==> config.mk <==
export PLATFORM = sky130hd
export DESIGN_NAME = pipe_stage_buf
export DESIGN_NICKNAME = d
export VERILOG_FILES = /design/src/rtl/pipe_stage_buf.sv
export SDC_FILE = /design/constraint.sdc
export NUM_CORES = 1
export LEC_CHECK = 0
export CAP_MARGIN = 10
export CORE_MARGIN = 2
export CORE_UTILIZATION = 50
export CTS_BUF_LIST = sky130_fd_sc_hd__clkbuf_8
export CTS_CLUSTER_DIAMETER = 30
export CTS_CLUSTER_SIZE = 24
export DETAILED_ROUTE_END_ITERATION = 16
export GPL_TIMING_DRIVEN = 0
export PLACE_DENSITY = 0.88
export SYNTH_ARGS = -nofsm -noshare
export SYNTH_HDL_FRONTEND = slang
export SYNTH_SLANG_ARGS = --single-unit
==> constraint.sdc <==
create_clock -name clk -period 6.1 [get_ports clk]
set_clock_uncertainty 0.1 [all_clocks]
set_input_delay 1.22 -clock clk [delete_from_list [all_inputs] [get_ports clk]]
set_output_delay 1.22 -clock clk [all_outputs]
set_load 0.01 [all_outputs]
==> src/rtl/pipe_stage_buf.sv <==
// Pipeline-stage buffer with a valid/ready handshake, an optional two-entry skid,
// a flush that loads the bubble word, and a saturating stall-cycle counter.
//
// state | meaning
// ------+--------------------------------------------------------------
// EMPTY | nothing held; main = BUBBLE, o_valid = 0
// FULL  | one word in main, presented downstream
// SKID2 | main presented, a second word waits in skid (SKID=1 only)
module pipe_stage_buf #(
    parameter int               WIDTH  = 32,
    parameter logic [WIDTH-1:0] BUBBLE = {WIDTH{1'b0}},
    parameter int               SKID   = 1,
    parameter int               CNT_W  = 16
) (
    input  logic             clk,
    input  logic             rst,
    input  logic             i_valid,
    output logic             o_ready,
    input  logic [WIDTH-1:0] i_data,
    input  logic             flush,
    output logic             o_valid,
    input  logic             i_ready,
    output logic [WIDTH-1:0] o_data,
    output logic [CNT_W-1:0] o_stall_cnt
);

    typedef enum logic [1:0] {
        EMPTY = 2'd0,
        FULL  = 2'd1,
        SKID2 = 2'd2
    } state_t;

    localparam logic [CNT_W-1:0] CNT_MAX = {CNT_W{1'b1}};
    localparam logic [CNT_W-1:0] CNT_ONE = {{(CNT_W-1){1'b0}}, 1'b1};

    state_t           state, state_nxt;
    logic [WIDTH-1:0] main_q, main_nxt;
    logic [WIDTH-1:0] skid_q, skid_nxt;
    logic [CNT_W-1:0] stall_q;
    logic             stall;

    assign o_valid     = (state != EMPTY);
    assign o_data      = main_q;
    assign o_stall_cnt = stall_q;
    assign stall       = o_valid & ~i_ready;

    // With the skid entry, ready comes straight from state so i_ready never reaches it.
    always_comb begin
        if (SKID != 0) begin
            o_ready = (state != SKID2);
        end else begin
            o_ready = ~o_valid | i_ready;
        end
    end

    always_comb begin
        state_nxt = state;
        main_nxt  = main_q;
        skid_nxt  = skid_q;
        if (flush) begin
            state_nxt = EMPTY;
            main_nxt  = BUBBLE;
            skid_nxt  = BUBBLE;
        end else begin
            case (state)
                EMPTY: begin
                    if (i_valid) begin
                        state_nxt = FULL;
                        main_nxt  = i_data;
                    end
                end
                FULL: begin
                    if (i_ready) begin
                        if (i_valid) begin
                            main_nxt = i_data;
                        end else begin
                            state_nxt = EMPTY;
                            main_nxt  = BUBBLE;
                        end
                    end else if (i_valid && (SKID != 0)) begin
                        state_nxt = SKID2;
                        skid_nxt  = i_data;
                    end
                end
                SKID2: begin
                    if (i_ready) begin
                        state_nxt = FULL;
                        main_nxt  = skid_q;
                        skid_nxt  = BUBBLE;
                    end
                end
                default: begin
                    state_nxt = EMPTY;
                    main_nxt  = BUBBLE;
                    skid_nxt  = BUBBLE;
                end
            endcase
        end
    end

    always_ff @(posedge clk or posedge rst) begin
        if (rst) begin
            state  <= EMPTY;
            main_q <= BUBBLE;
            skid_q <= BUBBLE;
        end else begin
            state  <= state_nxt;
            main_q <= main_nxt;
            skid_q <= skid_nxt;
        end
    end

    // Counts the flush cycle too; only reset clears it.
    always_ff @(posedge clk or posedge rst) begin
        if (rst) begin
            stall_q <= '0;
        end else if (stall && (stall_q != CNT_MAX)) begin
            stall_q <= stall_q + CNT_ONE;
        end
    end

endmodule

== Word level (Yosys, flattened, before mapping) ==
Index checks and enable logic that the tools add are counted.

* Input bits: 37
* Output and inout port bits: 50
* Word-level logic and storage cells: 42
* Register bits after elaboration: 82

* Equality and inequality tests: 12
* Reduce and logical (&&, ||, !) cells: 6
* Mux-type cells: 17
* $add $sub $neg: 1
* Bitwise operators: 2

{| class="wikitable"
|+ Operators by type and width
! operator !! number
|-
| 32-bit two-way mux || 8
|-
| 32-bit case mux with 3 select lines || 2
|-
| 16-bit by 1-bit adder with 16-bit output, second input constant || 1
|-
| 16-bit != test, second input constant || 1
|-
| 3-bit != test, second input constant || 5
|-
| 2-bit two-way mux || 6
|-
| 4-bit != test, second input constant || 2
|-
| 4-bit AND reduction || 2
|-
| 2-bit case mux with 3 select lines || 1
|-
| 2-bit != test, second input constant || 2
|-
| 3-bit AND reduction || 1
|-
| 2-bit by 1-bit equality test with 1-bit output, second input constant || 1
|-
| 2-bit equality test, second input constant || 1
|-
| 2-bit logical NOT || 1
|-
| 2-bit nonzero test || 1
|-
| 1-bit AND || 1
|-
| 1-bit logical AND || 1
|-
| 1-bit NOT || 1
|}

== Depth between registers and ports, before layout ==
* Word-level depth: 4
* Mapped depth: 6
* Gate-level depth less buffers: 5

== Least setup slack after synthesis ==
Ideal clock, no wire load.

* Path type: input to register
* Start: in i_ready
* End: reg stall_q[12], in the netlist o_stall_cnt[12]
* Setup time: 0.125 ns
* Data required time: 5.875 ns
* Arrival: 2.231 ns
* Stages on the path: 5
* Path buffers: 1
* Path slack: 3.644 ns
* Cells stage by stage: o21bai_4 or2_1 buf_2 nor3_1 mux2_2

* Longest elaborated chain between the ends: 3

{| class="wikitable"
|+ RTL lines
! element !! RTL line !! text
|-
| from (decl) || 22 || <nowiki>input logic i_ready,</nowiki>
|-
| 1-bit NOT || 45 || <nowiki>assign stall = o_valid & ~i_ready;</nowiki>
|-
| 1-bit AND || 45 ||
|-
| 1-bit logical AND || 117 || <nowiki>end else if (stall && (stall_q != CNT_MAX)) begin</nowiki>
|-
| to (signal assigned) || 118 || <nowiki>stall_q <= stall_q + CNT_ONE;</nowiki>
|-
| to (decl) || 39 || <nowiki>logic [CNT_W-1:0] stall_q;</nowiki>
|}

No other way between the ends.
A chain may end at the register's enable or synchronous reset.

== Final worst setup path ==
* Start: reg state[1]
* End: out o_ready

* Longest elaborated chain between the ends: 1

{| class="wikitable"
|+ RTL lines
! element !! RTL line !! text
|-
| from (decl) || 36 || <nowiki>state_t state, state_nxt;</nowiki>
|-
| from (signal assigned) || 107 || <nowiki>state <= state_nxt;</nowiki>
|-
| 2-bit != test || 50 || <nowiki>o_ready = (state != SKID2);</nowiki>
|-
| to (decl) || 18 || <nowiki>output logic o_ready,</nowiki>
|}

No other way between the ends.

==> flow_metrics.py <==
metrics = {
    "placed_design": {
        "dpl_cell_area_mm2": 0.00482,
        "dpl.hpwl_mm": 6.49,
        "pre_cts_slack_ps": 2790,
        "numPortBuffers": 86,
        "dp.cells": 531,
        "gp_routability_congestion": 0.864,
    },
    "timing": {
        "relSlewSlack": 0.617,
        "rsz0062_at_grt": "no",
        "setup-violations-final": 0,
        "setup_ws_ps": 2640,
        "fmax_mhz": 289,
        "finalHoldViolCount": 0,
        "finalCriticalPeriod_ps": 3460,
        "tightest_slew_ps": 571,
        "maxSlewViolCount": 0,
        "setup_tns_ps": 0,
        "hold_ws_ps": 391,
        "fin_crit_sh": 0.567,
    },
    "power": {
        "power.share.sequential": 0.462,
        "intPower_mw": 1.01,
        "clkPwrFrac": 0.352,
        "vdd_drop_max_v": 0.000206,
        "p_total_mw": 1.38,
        "switching_share": 0.269,
        "p_comb_frac": 0.186,
        "p_per_area_mw_per_mm2": 272,
        "p_sw_mw": 0.371,
        "p_leak_nw": 2.25,
    },
    "floorplanning": {
        "die-area_mm2": 0.00832,
        "core_mm2": 0.00729,
        "num_io_pins": 87,
        "chipWidth_um": 91.2,
        "start_util": 0.521,
        "die_h_um": 91.2,
        "rows": 31,
    },
    "grt": {
        "antenna_found_initial": 0,
        "grt_pass1_vias": 3142,
        "grt_start_max_net_pins": 57,
        "track_usage": 0.230,
        "overflow": 0,
        "grt_pass1_wl_mm": 15.3,
    },
    "worst_setup_path": {
        "cp-end-kind": "output port",
        "required_ps": 4780,
        "path_class": "flip-flop to output port",
        "worstPathArrival_ps": 2140,
        "cp_max_fo": 10,
        "startpoint_type": "flip-flop",
    },
    "clock_tree": {
        "cts_made_buffers": 9,
        "numClockSinks": 82,
        "tritoncts": "yes",
        "htreeDepth": 3,
        "ctsHoldBuffers": 0,
        "path_clk_slew_ps": 90,
        "clk_latency_ps": 350,
        "cts_resized": 0,
        "post_cts_buffers": 0,
        "clockRootBuffer": "clkbuf_8",
        "cts.path.max_buffers": 2,
    },
    "drt": {
        "wirelength_mm": 9.05,
        "drtPass1Iterations": 4,
        "wl_per_cell_um": 16.5,
        "first_iter_violations": 138,
        "num_vias": 2988,
        "ant_nets": 0,
        "via_per_inst": 5.46,
        "drc_errors": 0,
    },
    "synthesis": {
        "synthAdderAreaFrac": 0.00329,
        "seq_area_frac_synth": 0.540,
        "synth_top_family_by_area": "compound AO/OA/AOI/OAI gates",
        "synthMuxAreaShare": 0.0928,
        "syn_inst": 345,
        "yosysWarnings": 0,
        "synth_area_mm2": 0.00380,
        "ys_types": 36,
        "synth_seq_cells": 82,
        "synth_compound_area_frac": 0.162,
        "synthSimpleGateAreaFrac": 0.105,
        "synthXorXnorAreaFrac": 0.0323,
        "syn-num-nets": 383,
        "avgSynthCellArea_um2": 11.0,
    },
    "finish": {
        "utilization": 0.695,
        "nets": 481,
        "stdcell_area_mm2": 0.00507,
        "fillCellCount": 582,
        "diodes": 0,
        "layout-drive-gt1-share": 0.0893,
        "syn2layout_area_growth_pct": 33.3,
        "stdcell_count": 547,
    },
    "worst_hold_path": {
        "hold_class": "flip-flop to flip-flop",
    },
    "flow_run": {
        "max_cap_violations": 0,
    },
    "status": {
        "status": "finished clean",
    },
}
[worst paths after layout]
check / slack, ps / startpoint / depth (start not counted) / to
max: 2640 / state[1] / 6 / o_ready
min in group asynchronous: 1100 / rst / 2 / o_stall_cnt[0]
max reg2reg: 3970 / state[1] / 6 / o_data[24]
max in group asynchronous: 4220 / rst / 3 / skid_q[3]
min: 390 / o_data[11] / 1 / o_data[11]
min reg2reg: 390 / o_data[11] / 1 / o_data[11]
[worst max-delay path: stages, from the launching register on]
cell and delay [ps]:
dfrtp_1 340, buf_2 200, nor2b_1 150, clkbuf_1 240, buf_2 280, inv_1 90
clkdlybuf4s50_1 480
[flip-flops by register name, indices dropped and copies added (netlist names)]
name	count
o_data	32
o_stall_cnt	16
skid_q	32
state	2
[area by class of cell]
class / count / area, um2 / area share
clock buffer: 10 / 138 / 0.0272
timing repair buffer: 87 / 888 / 0.175
clock inverter: 6 / 114 / 0.0225
inverter: 40 / 153 / 0.0301
buffer: 23 / 95.1 / 0.0188
multi-input combinational: 200 / 1500 / 0.297
sequential: 82 / 2050 / 0.405
tap: 99 / 124 / 0.0244
[synthesized netlist by cell type, drive strengths merged]
cell / n / area, um2
a2111oi: 1 / 15.0
a211oi: 2 / 15.0
a21oi: 4 / 20.0
a22oi: 32 / 240
a2bb2oi: 1 / 8.76
buf: 7 / 35.0
clkbuf: 16 / 60.1
dfrtp: 82 / 2050
ha: 1 / 12.5
inv: 40 / 150
mux2: 2 / 22.5
mux2i: 33 / 330
nand2: 38 / 143
nand2b: 1 / 6.26
nand3: 3 / 15.0
nand4: 5 / 52.6
nor2: 10 / 40.0
nor2b: 1 / 6.26
nor3: 5 / 25.0
nor3b: 1 / 7.51
nor4: 4 / 40.0
nor4b: 1 / 15.0
o21ba: 1 / 10.0
o21bai: 2 / 26.3
o2bb2ai: 32 / 280
or2: 3 / 18.8
or3: 2 / 22.5
or3b: 1 / 8.76
xnor2: 2 / 17.5
xor2: 12 / 105
[cells by family (layout without fill, tap and decap cells)]
| kind of cell | Yosys count | after routing |
|---|---|---|
| buffers and inverters | 63 | 166 |
| adder cells (fa/ha/maj) | 1 | 1 |
| multiplexers | 35 | 35 |
| flip-flops | 82 | 82 |
| AND/OR/NAND/NOR | 75 | 75 |
| AO/OA/AOI/OAI | 75 | 75 |
| XOR/XNOR | 14 | 14 |
[placed cells by master (no fill, tap or decap), drive strengths merged, types with 2 or more instances in the layout]
master / synthesis / final
dfrtp: 82 / 82
clkinvlp: 0 / 2
a22oi: 32 / 32
inv: 40 / 40
nor4: 4 / 4
a211oi: 2 / 2
nand2: 38 / 38
xor2: 12 / 12
xnor2: 2 / 2
or2: 3 / 3
or3: 2 / 2
bufinv: 0 / 3
nor3: 5 / 5
nand4: 5 / 5
mux2: 2 / 2
o2bb2ai: 32 / 32
nor2: 10 / 10
o21bai: 2 / 2
a21oi: 4 / 4
mux2i: 33 / 33
clkbuf: 16 / 26
nand3: 3 / 3
buf: 7 / 8
clkdlybuf4s50: 0 / 86
[power groups by stage]
| stage | Sequential (mW) | Clock (mW) | Combinational, mW |
|---|---|---|---|
| floorplan | 0.656 | 0 | 0.109 |
| global placement | 0.644 | 0 | 0.248 |
| detailed placement | 0.646 | 0 | 0.258 |
| CTS | 0.637 | 0.494 | 0.260 |
| global route | 0.645 | 0.516 | 0.281 |
| finish | 0.637 | 0.486 | 0.257 |
[metal layers]
metal,up-vias,track usage,part of all wire
met5,-,0,0
met4,0,0.0720,0.0059
met3,7,0.0531,0.057
met2,91,0.383,0.51
met1,1496,0.300,0.43
li1,1394,-,-
Note: power is estimated with default switching activity, not from simulation.
==> variant (config.mk and constraints unchanged) <==
The parameter `CNT_W` goes from 16 to 20.
--- a/src/rtl/pipe_stage_buf.sv
+++ b/src/rtl/pipe_stage_buf.sv
@@ -11,5 +11,5 @@
     parameter logic [WIDTH-1:0] BUBBLE = {WIDTH{1'b0}},
     parameter int               SKID   = 1,
-    parameter int               CNT_W  = 16
+    parameter int               CNT_W  = 20
 ) (
     input  logic             clk,
Interface: changed (resized o_stall_cnt); port bits go from 87 to 91. No check against the original RTL was run, so the function may have changed too.
==> variant against the original RTL <==
Global-route usage fell by 0.59 points; sequential share of layout area is 2.4 points lower; power decreased by 1.4%; synthesized cell count grew 26%; sequential cell count up 4; critical endpoint is now o_valid; synthesized area rose by 15%; largest power group unchanged; setup slack improved by 0.028 ns; hold slack improved by 0.018 ns; wire length increased by 14%; design area up 11%.
==> variant: results (changes against the original RTL) <==
STA
  • Hold_ws: 0.410 ns (+0.0183 ns)
  • Rel. slew slack: 0.448 (-0.168)

Synthesis
  • Seq/Total Area, Yosys: 0.491 (-0.0484)
  • Post-synthesis adder-cell area fraction: 0.00286 (-0.000434)
  • Commonest cells in the netlist: dfrtp_1, nand2_1, mux2i_1
  • Mapped Nets: 471 (+23%)
  • Mux cell area share after synthesis: 0.151 (+0.0586)
  • Area contributors post-synth: dfrtp_1, mux2i_1, nand2_1

Place
  • Placed Cells: 632 (+19%)
  • Routability Congestion: 0.782 (-9.4%)
  • Final HPWL DP: 7250 um (+12%)
  • Pre-CTS setup slack: 2.76 ns (-0.0297 ns)

Worst setup path
  • RR Endpoint: skid_q[3]
  • Reg2Reg Setup Slack: 3.81 ns (-0.16 ns)
  • CP arrival: 2.11 ns (-0.03 ns)

Routing
  • Number of iterations in the first detailed-routing pass: 5 (+1)
  • Avg WL per Cell: 15.9 um (-3.9%)

Finish
  • Layout cells sized above 1: 0.0741 (-0.0152)
  • FILL cells: 706 (+21%)
  • Nets: 573 (+19%)

Pwr
  • Lkg Pwr: 2.52 nW (+12%)
  • Maximum VDD drop: 0.000143 V (-31%)

Outcome
  • Status: finished, final reports clean

Global routing
  • First-pass GRT wire length: 17400 um (+14%)
  • Total Routing Usage GR: 0.224 (-0.00591)

Hold path
  • Hold Path End: o_stall_cnt[19]
  • Hold_sp: o_stall_cnt[19]
## variant: worst max-delay path: stages, from the launching register on
cell	delay (ns)
dfrtp_1	0.33
buf_2	0.16
buf_2	0.27
buf_2	0.32
or2_2	0.16
clkdlybuf4s50_1	0.52
## variant: how the worst max path moves through the flow
stage | slack, ns | cells after the start | endpoint | from
after detailed placement | 2.76 | 7 | o_data[19] | i_ready
after CTS | 2.64 | 5 | o_valid | state[1]
after global placement | 1.26 | 2 | o_data[12] | rst
after floorplan | 2.56 | 1 | o_data[0] | rst
after global routing | 2.53 | 5 | o_valid | state[1]
final | 2.67 | 5 | o_valid | state[1]
## variant: kinds of logic after synthesis
logic type | after synthesis
simple gates | 117
xor+xnor | 17
buf+inv | 63
flops | 86
compound gates | 83
mux | 66
fa+ha+maj | 1
## variant: report_power, final
part	internal (W)	switching [W]	leakage (nW)
sequential	0.000619	0.0000428	1.16
combinational	0.000151	0.000139	1.26
clock	0.000208	0.000201	0.108
## variant: through the flow
step / utilization / power [W]
2_1_floorplan: - / 0.000811
3_3_place_gp: 0.630 / 0.000950
3_5_place_dp: 0.634 / 0.000963
4_1_cts: 0.657 / 0.00137
5_1_grt: 0.657 / 0.00143
6_report: 0.657 / 0.00136
## variant: layout make-up
type | count | area (um^2) | share of cell area
multi-input cells | 284 | 1970 | 0.348
inverters | 35 | 134 | 0.0237
well taps | 108 | 135 | 0.0239
plain buffers | 28 | 129 | 0.0228
repair buffers | 91 | 928 | 0.164
flip-flops and latches | 86 | 2150 | 0.381
clock inverters | 5 | 50.0 | 0.00886
clock buffers | 11 | 151 | 0.0268
## variant: per-layer routing
metal,up-vias,routed length (um),global-route usage
met3,13,530,0.0353
met1,1738,4490,0.300
li1,1700,-,-
met4,0,124,0.0694
met2,105,5160,0.377
met5,-,0,0
